$ cat config.mk
export PLATFORM = sky130hd
export DESIGN_NAME = multicycle_control_fsm
export DESIGN_NICKNAME = d
export VERILOG_FILES = /design/src/rtl/multicycle_control_fsm_pkg.sv /design/src/rtl/mc_ctrl_decode.sv /design/src/rtl/multicycle_control_fsm.sv
export SDC_FILE = /design/constraint.sdc
export NUM_CORES = 1
export LEC_CHECK = 0
export ABC_AREA = 0
export BUFFER_PORTS_ARGS = -buffer_cell sky130_fd_sc_hd__buf_4
export CORE_UTILIZATION = 38
export CTS_CLUSTER_SIZE = 30
export DETAILED_ROUTE_END_ITERATION = 8
export MAX_ROUTING_LAYER = met4
export PLACE_DENSITY = 0.62
export SETUP_SLACK_MARGIN = 0.1
export SLEW_MARGIN = 20
export SYNTH_ARGS = -nofsm -noshare
export SYNTH_HDL_FRONTEND = slang
export SYNTH_SLANG_ARGS = --single-unit
export TNS_END_PERCENT = 50
$ cat constraint.sdc
create_clock -name clk -period 3 [get_ports clk]
set_clock_uncertainty 0.05 [all_clocks]
set_input_delay 0.15 -clock clk [delete_from_list [all_inputs] [get_ports clk]]
set_output_delay 0.15 -clock clk [all_outputs]
set_load 0.05 [all_outputs]
$ cat src/rtl/multicycle_control_fsm_pkg.sv
// cpu16_pkg: opcodes, controller states and datapath control encodings for the 16-bit CPU
package cpu16_pkg;
   localparam logic [3:0] OP_R0 = 4'b0000, OP_R1 = 4'b0001, OP_SHIFT = 4'b0010, OP_LW = 4'b0100,
                          OP_SW = 4'b0101, OP_BEQ = 4'b0110, OP_J = 4'b0111, OP_ADDI = 4'b1001,
                          OP_SUBI = 4'b1010, OP_SLTI = 4'b1011, OP_HALT = 4'b1111;
   localparam logic [1:0] ALU_ADD = 2'b00, ALU_SUB = 2'b01, ALU_R = 2'b10, ALU_I = 2'b11;
   localparam logic [1:0] SRCB_B = 2'b00, SRCB_TWO = 2'b01, SRCB_IMM = 2'b10, SRCB_IMM_SH = 2'b11;
   localparam logic [1:0] PCS_ALU = 2'b00, PCS_ALUOUT = 2'b01, PCS_JUMP = 2'b10;
   typedef enum logic [3:0] {
      S_FETCH, S_DECODE, S_R_EXEC, S_R_WB, S_I_EXEC, S_I_WB, S_MEM_ADDR, S_MEM_RD,
      S_LW_WB, S_MEM_WR, S_BRANCH, S_JUMP, S_TRAP, S_HALT, S_BUS_ERR
   } state_t;
   // field order matches the top-level output port order
   typedef struct packed {
      logic       pc_write, pc_write_cond, iord, mem_read, mem_write, ir_write;
      logic       mem_to_reg, reg_dst, reg_write, alu_src_a;
      logic [1:0] alu_src_b, alu_op, pc_source;
      logic       illegal_op, bus_err, halted;
   } ctrl_t;
   function automatic state_t dispatch(input logic [3:0] op);
      case (op)
         OP_R0, OP_R1:                      return S_R_EXEC;
         OP_SHIFT, OP_ADDI, OP_SUBI, OP_SLTI: return S_I_EXEC;
         OP_LW, OP_SW:                      return S_MEM_ADDR;
         OP_BEQ:                            return S_BRANCH;
         OP_J:                              return S_JUMP;
         OP_HALT:                           return S_HALT;
         default:                           return S_TRAP;
      endcase
   endfunction
endpackage

$ cat src/rtl/mc_ctrl_decode.sv
// mc_ctrl_decode: maps controller state (plus mem_ready in FETCH) to the datapath strobe vector
module mc_ctrl_decode
   import cpu16_pkg::*;
(
   input  state_t state,
   input  logic   mem_ready,
   output ctrl_t  ctrl
);
   always_comb begin
      ctrl = '0;
      case (state)
         S_FETCH: begin
            ctrl.mem_read  = 1'b1;
            ctrl.alu_src_b = SRCB_TWO;
            ctrl.ir_write  = mem_ready;
            ctrl.pc_write  = mem_ready;
         end
         S_DECODE:   ctrl.alu_src_b = SRCB_IMM_SH;
         S_R_EXEC: begin
            ctrl.alu_src_a = 1'b1;
            ctrl.alu_src_b = SRCB_B;
            ctrl.alu_op    = ALU_R;
         end
         S_R_WB: begin
            ctrl.reg_dst   = 1'b1;
            ctrl.reg_write = 1'b1;
         end
         S_I_EXEC: begin
            ctrl.alu_src_a = 1'b1;
            ctrl.alu_src_b = SRCB_IMM;
            ctrl.alu_op    = ALU_I;
         end
         S_I_WB:     ctrl.reg_write = 1'b1;
         S_MEM_ADDR: begin
            ctrl.alu_src_a = 1'b1;
            ctrl.alu_src_b = SRCB_IMM;
            ctrl.alu_op    = ALU_ADD;
         end
         S_MEM_RD: begin
            ctrl.mem_read = 1'b1;
            ctrl.iord     = 1'b1;
         end
         S_LW_WB: begin
            ctrl.mem_to_reg = 1'b1;
            ctrl.reg_write  = 1'b1;
         end
         S_MEM_WR: begin
            ctrl.mem_write = 1'b1;
            ctrl.iord      = 1'b1;
         end
         S_BRANCH: begin
            ctrl.alu_src_a     = 1'b1;
            ctrl.alu_src_b     = SRCB_B;
            ctrl.alu_op        = ALU_SUB;
            ctrl.pc_write_cond = 1'b1;
            ctrl.pc_source     = PCS_ALUOUT;
         end
         S_JUMP: begin
            ctrl.pc_write  = 1'b1;
            ctrl.pc_source = PCS_JUMP;
         end
         S_TRAP:    ctrl.illegal_op = 1'b1;
         S_HALT:    ctrl.halted     = 1'b1;
         S_BUS_ERR: ctrl.bus_err    = 1'b1;
         default:   ctrl = '0;
      endcase
   end
endmodule

$ cat src/rtl/multicycle_control_fsm.sv
// multicycle_control_fsm: fetch/decode/execute/writeback sequencer with memory handshake and timeout
module multicycle_control_fsm
   import cpu16_pkg::*;
#(
   parameter int CNT_W    = 16,
   parameter int WAIT_MAX = 15
) (
   input  logic             clk,
   input  logic             rst_n,
   input  logic [3:0]       opcode,
   input  logic             zero,
   input  logic             mem_ready,
   output logic             PCWrite,
   output logic             PCWriteCond,
   output logic             IorD,
   output logic             MemRead,
   output logic             MemWrite,
   output logic             IRWrite,
   output logic             MemtoReg,
   output logic             RegDst,
   output logic             RegWrite,
   output logic             ALUSrcA,
   output logic [1:0]       ALUSrcB,
   output logic [1:0]       ALUOp,
   output logic [1:0]       PCSource,
   output logic             illegal_op,
   output logic             bus_err,
   output logic             halted,
   output logic [CNT_W-1:0] instr_count
);
   localparam logic [7:0] WLAST = 8'(WAIT_MAX - 1);
   state_t     state, next;
   logic [7:0] wcnt;
   logic       mem_st, timeout, retire, unused_zero;
   ctrl_t      ctrl, gated;
   assign unused_zero = zero;
   assign mem_st  = state inside {S_FETCH, S_MEM_RD, S_MEM_WR};
   assign timeout = mem_st && !mem_ready && wcnt == WLAST;
   assign retire  = state inside {S_R_WB, S_I_WB, S_LW_WB, S_BRANCH, S_JUMP} ||
                    (state == S_MEM_WR && mem_ready) || (state == S_DECODE && opcode == OP_HALT);
   always_comb begin
      next = state;
      case (state)
         S_FETCH:    next = mem_ready ? S_DECODE : timeout ? S_BUS_ERR : S_FETCH;
         S_DECODE:   next = dispatch(opcode);
         S_R_EXEC:   next = S_R_WB;
         S_I_EXEC:   next = S_I_WB;
         S_MEM_ADDR: next = opcode == OP_SW ? S_MEM_WR : S_MEM_RD;
         S_MEM_RD:   next = mem_ready ? S_LW_WB : timeout ? S_BUS_ERR : S_MEM_RD;
         S_MEM_WR:   next = mem_ready ? S_FETCH : timeout ? S_BUS_ERR : S_MEM_WR;
         S_BUS_ERR:  next = S_HALT;
         S_HALT:     next = S_HALT;
         default:    next = S_FETCH;
      endcase
   end
   // wait counter is zero whenever a memory state is entered, since every exit clears it
   always_ff @(posedge clk or negedge rst_n) begin
      if (!rst_n) begin
         state       <= S_FETCH;
         wcnt        <= '0;
         instr_count <= '0;
      end else begin
         state <= next;
         wcnt  <= (mem_st && !mem_ready) ? wcnt + 8'd1 : 8'd0;
         if (retire) instr_count <= instr_count + CNT_W'(1);
      end
   end
   mc_ctrl_decode u_dec (.state(state), .mem_ready(mem_ready), .ctrl(ctrl));
   // the reset state is FETCH, so strobes are forced low while reset is held
   assign gated = rst_n ? ctrl : '0;
   assign {PCWrite, PCWriteCond, IorD, MemRead, MemWrite, IRWrite, MemtoReg, RegDst, RegWrite,
           ALUSrcA, ALUSrcB, ALUOp, PCSource, illegal_op, bus_err, halted} = gated;
endmodule

# Word level (Yosys, flattened, before mapping)
# Memory sizes are Yosys's and may differ from the RTL's.
# Cells that the tools add are included.
[classes] add_sub_neg=2 n_eq_ne=17 muxes=26 reduce_logical=16
[op_table] cell="$eq 4x4->1 const B" count=8
[op_table] cell="$pmux 4 s8" count=1
[op_table] cell="$mux 4" count=6
[op_table] cell="$eq 4x3->1 const B" count=5
[op_table] cell="$mux 19" count=1
[op_table] cell="$add 16x1->16 const B" count=1
[op_table] cell="$mux 1" count=12
[op_table] cell="$pmux 2 s3" count=2
[op_table] cell="$add 8x1->8 const B" count=1
[op_table] cell="$eq 4x2->1 const B" count=2
[op_table] cell="$eq 8x4->1 const B" count=1
[op_table] cell="$mux 8" count=1
[op_table] cell="$reduce_or 2->1" count=4
[op_table] cell="$reduce_bool 5->1" count=1
[op_table] cell="$eq 4x1->1 const B" count=1
[op_table] cell="$logic_and 1x1->1" count=4
[op_table] cell="$logic_not 4->1" count=1
[op_table] cell="$pmux 2 s2" count=1
[op_table] cell="$reduce_or 4->1" count=1
[op_table] cell="$mux 3" count=1
[op_table] cell="$reduce_bool 3->1" count=1
[op_table] cell="$reduce_or 3->1" count=1
[op_table] cell="$logic_or 1x1->1" count=2
[op_table] cell="$pmux 1 s2" count=1
[op_table] cell="$logic_not 1->1" count=1
[word_totals] regBits=28 rom_bits=64 inputBits=8 out_inout_bits=35 word_cells=65 memories=1
[mem_list] memory="(no name shown)" words=16 width=4 read_ports=1 rd_ports_with_merged_regs=0 wr=0 line_no="multicycle_control_fsm_pkg.sv:21" rtl="case (op)"

# Logic depth before layout (Yosys ltp)
# Gate-level depths: netlist of the first run.
[logic_depth] depth_word=7 mapped_depth=7 mapped_depth_nobuf=7

# Cells and area by module
# Synthesis of the first run repeated with hierarchy kept, for this count alone.
[unflattened] hier_cells=223 hier_area_um2=1964.4
[by_module_without_submodules] module="multicycle_control_fsm" instances=1 cells_per_inst=180 area_each_um2=1696.6 seq_area_each_um2=700.7
[by_module_without_submodules] module="mc_ctrl_decode" instances=1 cells_per_inst=43 area_each_um2=267.8 seq_area_each_um2=0.0

# Worst setup path after synthesis of the first run
# OpenSTA, ideal clock, no wires.
[synth_path] path_type="flip-flop to output port" startpoint="reg state[1]" endpoint="out PCWrite" arrival_time_ns=2.039 t_required_ns=2.800 slack_ns=0.761 path_stages_with_launch=6 n_path_buf=2 path_cell_list="dfrtp_1 > buf_6 > clkbuf_1 > nor4_1 > a31oi_1 > nor3_1"
[synth_between] elab_chain_len=3 word_cells_on_any_way=4
[synth_lines] item="start, declared" line_no="multicycle_control_fsm.sv:32" rtl="state_t state, next;"
[synth_lines] item="start signal, assigned" line_no="multicycle_control_fsm.sv:63" rtl="state <= next;"
[synth_lines] item="$eq 4x4->1 or $logic_not 4->1 (tied branches)" line_no="mc_ctrl_decode.sv:11" rtl="case (state)"
[synth_lines] item="$pmux 1 s2 *" line_no="mc_ctrl_decode.sv:11"
[synth_lines] item="$mux 19 *" line_no="multicycle_control_fsm.sv:70" rtl="assign gated = rst_n ? ctrl : '0;"
[synth_lines] item="end, declared" line_no="multicycle_control_fsm.sv:13" rtl="output logic PCWrite,"
# Every way passes the cells marked *; elsewhere a longest branch is shown, timed or not.

# Worst setup path in the final report of the first run
[layout_path] startpoint="reg state[3]" endpoint="out IorD"
[layout_between] elab_chain_len=4 word_cells_on_any_way=5
[layout_lines] item="$eq 4x3->1 or $eq 4x4->1 (tied branches)" line_no="mc_ctrl_decode.sv:11"
[layout_lines] item="$reduce_or 2->1 (no source line) *"
[layout_lines] item="$mux 1 *" line_no="mc_ctrl_decode.sv:11"
[layout_lines] item="$mux 19 *" line_no="multicycle_control_fsm.sv:70"
[layout_lines] item="end, declared" line_no="multicycle_control_fsm.sv:15" rtl="output logic IorD,"
# Marks and branches as above.

==> results of run 1 <==
worst max path at each step:
stage / start / to / slack [ps] / cells after the start
final: state[3]$_DFF_PN0_ / IorD / 850 / 5
after global routing: state[2]$_DFF_PN0_ / IorD / 740 / 5
after CTS: state[2]$_DFF_PN0_ / IorD / 860 / 5
after detailed placement: state[0]$_DFF_PN0_ / instr_count[1]$_DFFE_PN0P_ / 930 / 4
after global placement: state[0]$_DFF_PN0_ / instr_count[1]$_DFFE_PN0P_ / 950 / 4
after floorplan: state[1]$_DFF_PN0_ / PCWrite / 760 / 5
synthesized netlist by cell type, types with 4 or more instances:
master	instances
nand2_1	14
nor3_1	8
inv_1	7
xor2_1	7
xnor2_1	15
nor2_1	27
ha_1	4
nand4_1	5
and3_1	6
dfrtp_1	28
o21ai_0	8
nand3_1	17
logic make-up (layout without fill, tap and decap cells):
logic type      count (synthesis)  after routing  synth area share, %
simple gates                   94             94                28.07
flops                          28             28                39.69
compound gates                 27             27                11.55
xor+xnor                       22             22                10.91
buf+inv                        18             53                5.740
fa+ha+maj                       4              4                2.835
mux                             2              2                1.205
power groups by stage:
| stage | clock network [uW] | logic (uW) | registers, uW |
|---|---|---|---|
| after floorplan | 0 | 797 | 665 |
| after global placement | 0 | 1020 | 654 |
| after detailed placement | 0 | 1020 | 652 |
| after CTS | 306 | 1030 | 644 |
| after global routing | 321 | 1100 | 665 |
| final | 296 | 1020 | 647 |
flip-flops by register name, summed over array words and instances, names as in the netlist:
| name | count |
|---|---|
| instr_count | 16 |
| wcnt | 8 |
| state | 4 |
per-layer routing:
metal	track usage [%]	share of wire, %	vias up
met3	3.319	3.1	2
met4	4.000	0.78	0
met2	25.32	46	31
li1	-	-	749
met1	21.21	50	700
met5	-	0	-
per-stage QoR:
step	std cells	util (%)	setup slack, ps	hold slack (ps)
3_5_place_dp	277	46.74	929.2	63.96
6_report	282	48.58	850.9	101.6
4_1_cts	282	48.58	858.4	89.86
2_1_floorplan	195	-	761.1	-195.6
5_1_grt	282	48.58	743.7	100.7
3_3_place_gp	277	46.74	946.2	64.27
timing repair:
action / in CTS / in global routing
setup endpoints to repair: 0 / 0
hold buffers: 1 / 0
endpoints found under the hold margin: 28 / 0
resized for setup: 0 / 0
cells in the final DEF, fill, tap and decap left out, types with 4 or more instances in the layout:
master,instances
nand3_1,17
nor2_1,27
inv_1,7
xnor2_1,15
and3_1,6
nor3_1,8
xor2_1,7
nand4_1,5
o21ai_0,8
buf_4,41
dfrtp_1,28
nand2_1,14
ha_1,4
cell type report:
cell class	count	area, sq um
clock buffers	3	41.29
clock inverters	1	30.03
well taps	52	65.06
flip-flops and latches	28	700.7
multi-input cells	149	963.4
fillers	431	2270
inverters	7	26.28
repair buffers	42	317.8
==> impl_metrics.json, run 1 <==
{
  "cts_setup_buffers": 0,
  "crit_fanout": 17,
  "grt_max_degree": 35,
  "synth_cell_types": 44,
  "synth_area_leaders": "dfrtp_1 (40%), xnor2_1 (7.4%), nor2_1 (5.7%), nand3_1 (4.8%), xor2_1 (3.5%)",
  "power_density_mw_per_mm2": 915.2,
  "h-tree-depth": 1,
  "drtPass1Iterations": 4,
  "clk_pin_slew_ps": 90,
  "rsz0062_at_grt": "no",
  "r2r_end": "instr_count[1]$_DFFE_PN0P_",
  "core_sq_mm": 0.004414,
  "cp-end-kind": "primary output",
  "layout-drive-gt1-share_pct": 24.78,
  "avgViaCountPerCell": 5.255,
  "yosysTopAreaCell": "dfrtp_1",
  "dieArea_sq_mm": 0.004922,
  "internal-power_uw": 977.1,
  "cts_buffers": 3,
  "tightest_slew_ps": 685.2,
  "p_switching_uw": 985.6,
  "critPathRequiredTime_ps": 2800,
  "syn_area_sq_mm": 0.001765,
  "synth_fp_nets": 207,
  "path_cells": "and2b_2 -> a22o_1 -> nand2_1 -> nor2_1 -> buf_4",
  "cp-start-kind": "register",
  "synth_edf_count": 0,
  "p_leak_uw": 0.0009820,
  "vias": 1482,
  "yosys_register_bits": 28,
  "ys_seq_area_share_pct": 39.69,
  "design_area_sq_mm": 0.002145,
  "rows": 24,
  "async_flop_share_pct": 100.0,
  "gp_congestion": 0.8429,
  "io-pin-count": 43,
  "antenna_found_initial": 0,
  "clk_latency_ps": 270,
  "grt_use_total_pct": 16.07,
  "drc": 0,
  "syn_inst": 195,
  "wl_per_cell_um": 13.18,
  "syn_avg_cell_area_sq_um": 9.054,
  "tns_ps": 0,
  "critical_path_arrival_ps": 1950,
  "holdPathStages": 2,
  "synthFlopType": "dfrtp_1",
  "power_frac_comb_pct": 52.0,
  "hold_end": "state[0]$_DFF_PN0_",
  "worstHoldStart": "mem_ready",
  "routed_wl_um": 3716,
  "hp-class": "primary input to register",
  "crit_type": "register to primary output",
  "area_growth_pct": 21.47,
  "status": "completed",
  "period_share_pct": 71.64,
  "cts_sinks": 28,
  "r2r_start": "state[0]$_DFF_PN0_",
  "rr_worst_depth": 4,
  "cts-root-buf": "clkbuf_8",
  "setup_violations": 0,
  "synth_top_area_share_pct": 39.69,
  "cpMaxStageDelayCell": "dfrtp_1",
  "max_stage_delay_ps": 740,
  "finalHoldViolCount": 0,
  "max_freq_ghz": 0.4653,
  "fin_nets": 243,
  "grt_pass1_wl_um": 6265,
  "drt.antenna.violating_nets": 0,
  "fp.dieW_um": 70.16,
  "r2r_slack_ps": 920,
  "placed_area_sq_mm": 0.002063,
  "vdd_drop_max_mv": 0.4029,
  "p_total_uw": 1963,
  "port_buffers": 41,
  "clockPowerShare_pct": 15.1,
  "dp_hpwl_um": 2680,
  "grt_pass1_vias": 1356,
  "period_needed_ps": 2149,
  "ys_warn_count": 0,
  "swShare_pct": 50.22,
  "sequentialPowerShare_pct": 33.0,
  "critPathBufInv": 1,
  "die_y_um": 70.16,
  "drv_cap": 0,
  "initial_utilization_pct": 39.99,
  "max_slew_margin_pct": 53.90,
  "cts_tree": "done",
  "first_iter_violations": 25,
  "clockBufferDepth": 2,
  "crit_family": "flip-flops",
  "n_antenna_cell": 0,
  "slew_violations": 0,
  "overflow": 0
}
No activity file was read; power rests on OpenSTA's default activity.
==> run 2: changes to the inputs <==
--- a/config.mk
+++ b/config.mk
@@ -11,7 +11,7 @@
 export CTS_CLUSTER_SIZE = 30
 export DETAILED_ROUTE_END_ITERATION = 8
 export MAX_ROUTING_LAYER = met4
-export PLACE_DENSITY = 0.62
+export PLACE_DENSITY = 0.64
 export SETUP_SLACK_MARGIN = 0.1
 export SLEW_MARGIN = 20
 export SYNTH_ARGS = -nofsm -noshare
==> constraint.sdc (replaced) <==
create_clock -name clk -period 1.82 [get_ports clk]
set_clock_uncertainty 0.05 [all_clocks]
set_input_delay 0.091 -clock clk [delete_from_list [all_inputs] [get_ports clk]]
set_output_delay 0.091 -clock clk [all_outputs]
set_load 0.05 [all_outputs]
==> run 2 against run 1 <==
- register-to-register slack worse by 790 ps
- non-clock buffer count up 22
- first-iteration DRC count rose to 2.7 times the previous value
- critical path type unchanged
- total power up 100%
- via count up 9.3%
- routed wire length up 12%
- largest cell class unchanged
- clock-buffer cell count unchanged
- critical path depth up 1
- clock power up 61%
- critical endpoint unchanged
- sequential share of layout area down 4.6 points
==> impl_metrics.json, run 2 (synthesis results as in run 1) <==
{
  "cts_tree": "done",
  "gp_congestion": 0.8416,
  "overflow": 0,
  "clk_latency_ps": 270,
  "status": "completed",
  "avgViaCountPerCell": 5.329,
  "antenna_found_initial": 0,
  "placed_area_sq_mm": 0.002156,
  "initial_utilization_pct": 39.99,
  "rsz0062_at_grt": "yes",
  "fp.dieW_um": 70.16,
  "tightest_slew_ps": 343.5,
  "wl_per_cell_um": 13.72,
  "crit_type": "register to primary output",
  "routed_wl_um": 4171,
  "die_y_um": 70.16,
  "first_iter_violations": 67,
  "slew_violations": 0,
  "h-tree-depth": 1,
  "rows": 24,
  "period_needed_ps": 1713,
  "power_density_mw_per_mm2": 1584,
  "dieArea_sq_mm": 0.004922,
  "largest_register_ffs": 16,
  "io-pin-count": 43,
  "grt_pass1_wl_um": 6437,
  "n_antenna_cell": 0,
  "cts-root-buf": "clkbuf_8",
  "critical_path_arrival_ps": 1570,
  "drt.antenna.violating_nets": 0,
  "fill_cells": 379,
  "grt_pass1_vias": 1400,
  "dp_hpwl_um": 2791,
  "vdd_drop_max_mv": 0.6470,
  "drv_cap": 0,
  "drc": 0,
  "regMostFlops": "instr_count",
  "cts_sinks": 28,
  "p_leak_uw": 0.001137,
  "vias": 1620,
  "port_buffers": 41,
  "clk_pin_slew_ps": 90,
  "design_area_sq_mm": 0.002516,
  "crit_fanout": 8,
  "fin_nets": 265,
  "cts_buffers": 3,
  "reg_top3": "instr_count x16, wcnt x8, state x4",
  "final_cell_mix": "buf_4 (49), dfrtp_1 (24), nor2_1 (22), nand3_1 (17), xnor2_1 (14)",
  "clockBufferDepth": 2,
  "max_freq_ghz": 0.5839,
  "final_common_cell": "buf_4",
  "hp-class": "primary input to register",
  "grt_use_total_pct": 16.40,
  "setup_violations": 0,
  "max_slew_margin_pct": 77.10,
  "layout-drive-gt1-share_pct": 40.87,
  "placed_cells": 286,
  "core_sq_mm": 0.004414,
  "period_share_pct": 94.11,
  "cp-end-kind": "primary output",
  "cp-start-kind": "register",
  "final_cell_count_no_fill": 304,
  "grt_max_degree": 29,
  "drtPass1Iterations": 4,
  "critPathRequiredTime_ps": 1680,
  "finalHoldViolCount": 0,
  "area_growth_pct": 42.52
}
-- run 2: cell count changes in the layout (fill, tap and decap cells not counted), sizes merged --
cell / delta
buf: +21
clkbuf: +1
-- run 2: critical path, cell delays in order, from the launching register on --
cell,delay [ps]
dfrtp_2,500
buf_6,150
nor2_4,140
a22o_1,160
nand2_2,60
nor2_2,120
buf_6,160
-- run 2: final timing paths --
kind / start / to / slack (ps) / cells after the start
setup / recovery: state[2]$_DFF_PN0_ / IorD / 110 / 6
hold / removal: mem_ready / state[0]$_DFF_PN0_ / 70 / 2
setup reg to reg: state[3]$_DFF_PN0_ / instr_count[1]$_DFFE_PN0P_ / 130 / 5
hold reg to reg: instr_count[15]$_DFFE_PN0P_ / instr_count[15]$_DFFE_PN0P_ / 440 / 1
max in group asynchronous: rst_n / state[0]$_DFF_PN0_ / 1050 / 3
min in group asynchronous: rst_n / instr_count[3]$_DFFE_PN0P_ / 390 / 3
-- run 2: where the power goes --
group | switching (uW) | internal, uW
sequential | 191 | 755
clock | 184 | 294
combinational | 1510 | 1050
total | 1880 | 2100
-- run 2: timing repair --
item	in CTS	in global routing
gates cloned	0	1
resized for setup	7	32
hold buffers	1	0
buffers inserted	3	9
pin swaps	0	9
hold endpoints to repair	28	0
endpoints found under the setup margin	13	23
-- run 2: area by class of cell --
type                            count  area [sq um]  share of cell area [%]
Timing Repair Buffer               64         570.5                   22.68
Tap cell                           52         65.06                   2.586
Sequential cell                    28         705.7                   28.05
Multi-Input combinational cell    149          1077                   42.81
Inverter                            7         26.28                   1.044
Clock buffer                        3         41.29                   1.641
Clock inverter                      1         30.03                   1.193
-- run 2: per-stage QoR --
step	total power (uW)	setup slack (ps)	util, %	hold slack [ps]	TNS, ps
after floorplan	2434	-237.4	-	-254.6	-708.6
after global placement	2897	166.5	48.84	129.1	0
after detailed placement	2906	158.0	48.84	126.6	0
after CTS	3476	61.02	51.56	44.06	0
after global routing	4195	51.46	57.00	61.46	0
final	3985	107.2	57.00	70.76	0
-- run 2: per-layer routing --
metal,wire [um],up-vias,global-route usage [%]
li1,-,795,-
met1,1924,775,23.68
met2,1994,44,24.47
met3,188,6,2.020
met4,63,0,4.000
met5,0,-,-
==> run 3: changes to the inputs <==
--- a/config.mk
+++ b/config.mk
@@ -7,11 +7,13 @@
 export LEC_CHECK = 0
 export ABC_AREA = 0
 export BUFFER_PORTS_ARGS = -buffer_cell sky130_fd_sc_hd__buf_4
-export CORE_UTILIZATION = 38
+export CELL_PAD_IN_SITES_DETAIL_PLACEMENT = 0
+export CELL_PAD_IN_SITES_GLOBAL_PLACEMENT = 2
+export CORE_UTILIZATION = 28
 export CTS_CLUSTER_SIZE = 30
 export DETAILED_ROUTE_END_ITERATION = 8
 export MAX_ROUTING_LAYER = met4
-export PLACE_DENSITY = 0.64
+export PLACE_DENSITY = 0.76
 export SETUP_SLACK_MARGIN = 0.1
 export SLEW_MARGIN = 20
 export SYNTH_ARGS = -nofsm -noshare
==> run 3 against run 2 <==
- setup slack got worse by 3.4 ps
- combinational power fell by 8.2%
- largest power group unchanged
- die area rose by 35%
- non-clock buffer count did not move
- utilization fell by 16 points
- register-to-register slack improved by 30 ps
- cell area fell by 2.5%
- critical endpoint unchanged
- global-route usage fell by 3.2 points
- critical path depth fell by 1
- clock-buffer cell count did not move
- clock power rose by 3%
- total power fell by 5.8%
==> impl_metrics.json, run 3 (synthesis results as in run 1) <==
{
  "status": "completed",
  "fin_nets": 265,
  "cp-end-kind": "primary output",
  "p_leak_uw": 0.001115,
  "clk_latency_ps": 280,
  "vdd_drop_max_mv": 0.8666,
  "drv_cap": 0,
  "wl_per_cell_um": 12.81,
  "critPathRequiredTime_ps": 1680,
  "area_growth_pct": 38.98,
  "tns_ps": 0,
  "io-pin-count": 43,
  "post-place-ws_ps": 150.9,
  "vias": 1586,
  "drc": 0,
  "final_core_util_pct": 40.96,
  "avgViaCountPerCell": 4.850,
  "reg_top3": "instr_count x16, wcnt x8, state x4",
  "tightest_slew_ps": 379.9,
  "crit_type": "register to primary output",
  "r2r_end": "instr_count[1]$_DFFE_PN0P_",
  "period_share_pct": 94.30,
  "clockBufferDepth": 2,
  "cts_buffers": 3,
  "layout-drive-gt1-share_pct": 38.49,
  "cts_tree": "done",
  "setup_violations": 0,
  "first_iter_violations": 69,
  "grt_max_degree": 22,
  "slew_violations": 0,
  "regMostFlops": "instr_count",
  "gp_congestion": 0.7713,
  "hold_end": "state[0]$_DFF_PN0_",
  "rr_worst_depth": 6,
  "clk_pin_slew_ps": 100,
  "port_buffers": 41,
  "grt_pass1_vias": 1433,
  "r2r_start": "state[2]$_DFF_PN0_",
  "cts-root-buf": "clkbuf_8",
  "critical_path_arrival_ps": 1580,
  "fill_cells": 615,
  "grt_pass1_wl_um": 6699,
  "cts_sinks": 28,
  "drt.antenna.violating_nets": 0,
  "r2r_slack_ps": 160,
  "n_antenna_cell": 0,
  "h-tree-depth": 1,
  "overflow": 0,
  "final_cell_mix": "buf_4 (55), dfrtp_1 (25), nor2_1 (24), nand3_1 (17), xnor2_1 (15)",
  "largest_register_ffs": 16,
  "cp-start-kind": "register",
  "dp_hpwl_um": 3051,
  "routed_wl_um": 4188,
  "final_common_cell": "buf_4",
  "crit_fanout": 7,
  "initial_utilization_pct": 29.47,
  "max_freq_ghz": 0.5827,
  "rsz0062_at_grt": "yes",
  "holdPathStages": 2,
  "die_y_um": 81.41,
  "core_sq_mm": 0.005991,
  "hp-class": "primary input to register",
  "period_needed_ps": 1716,
  "fp.dieW_um": 81.41,
  "finalHoldViolCount": 0,
  "worstHoldStart": "mem_ready",
  "drtPass1Iterations": 4,
  "worst_slack_ps": 103.8,
  "max_slew_margin_pct": 74.58,
  "power_density_mw_per_mm2": 1530,
  "antenna_found_initial": 0,
  "rows": 28,
  "dieArea_sq_mm": 0.006627,
  "grt_use_total_pct": 13.21
}
==> run 3: cell types whose count changed in the layout (fill, tap and decap cells not counted), moves of 2 or more <==
cell     change
nor2_2       -3
nand2_2      -2
buf_12       -2
nor2_1       +2
buf_6        -2
nand2_1      +2
buf_4        +6
==> run 3: layout make-up <==
type                       instances  area [sq um]  area share (%)
sequential                        28         704.4           28.71
clock inverter                     1         30.03           1.224
clock buffer                       3         41.29           1.683
tap                               75         93.84           3.825
timing repair buffer              64         513.0           20.91
multi-input combinational        149          1045           42.58
inverter                           7         26.28           1.071
==> run 3: worst max-delay path by stage <==
stage                     depth (start not counted)                           to          startpoint
after floorplan                                   4                   ALUSrcB[0]  state[3]$_DFF_PN0_
after global placement                            7  instr_count[14]$_DFFE_PN0P_  state[3]$_DFF_PN0_
after detailed placement                          7  instr_count[15]$_DFFE_PN0P_  state[3]$_DFF_PN0_
after CTS                                         6                      IRWrite  state[3]$_DFF_PN0_
after global routing                              5                      PCWrite  state[0]$_DFF_PN0_
final                                             5                         IorD  state[2]$_DFF_PN0_
==> run 3: stage by stage <==
stage / cells / total power [uW] / instance area, sq um / hold WS [ps]
2_1_floorplan: 195 / 2434 / 1790 / -254.6
3_3_place_gp: 315 / 3039 / 2230 / -95.90
3_5_place_dp: 315 / 3015 / 2230 / -98.13
4_1_cts: 326 / 3616 / 2380 / 18.43
5_1_grt: 327 / 3996 / 2454 / 8.703
6_report: 327 / 3753 / 2454 / 25.40
==> run 3: critical path: stages (launching register included) <==
cell and delay [ps]:
dfrtp_2 480, and2b_2 230, a22o_1 230, nand2_1 130
nor2_1 50, buf_4 190
==> run 3: where the power goes <==
part | switching (uW) | total [uW] | leakage, uW | internal (uW)
registers | 164 | 917 | 0.000369 | 753
clock network | 195 | 490 | 0.0000357 | 294
logic | 1420 | 2350 | 0.000710 | 925
==> run 3: layer usage <==
layer | global-route usage, % | up-vias | share of wire, %
met5 | - | - | 0
met4 | 1.607 | 0 | 0.64
met3 | 2.360 | 2 | 3.4
met2 | 21.58 | 25 | 49
met1 | 17.41 | 760 | 47
li1 | - | 799 | -
==> run 3: timing repair <==
item	4_1_cts	5_1_grt
pin swaps	0	3
hold buffers	1	0
gates resized for setup	9	16
endpoints found under the setup margin	14	17
endpoints found under the hold margin	28	0
buffers inserted	6	1
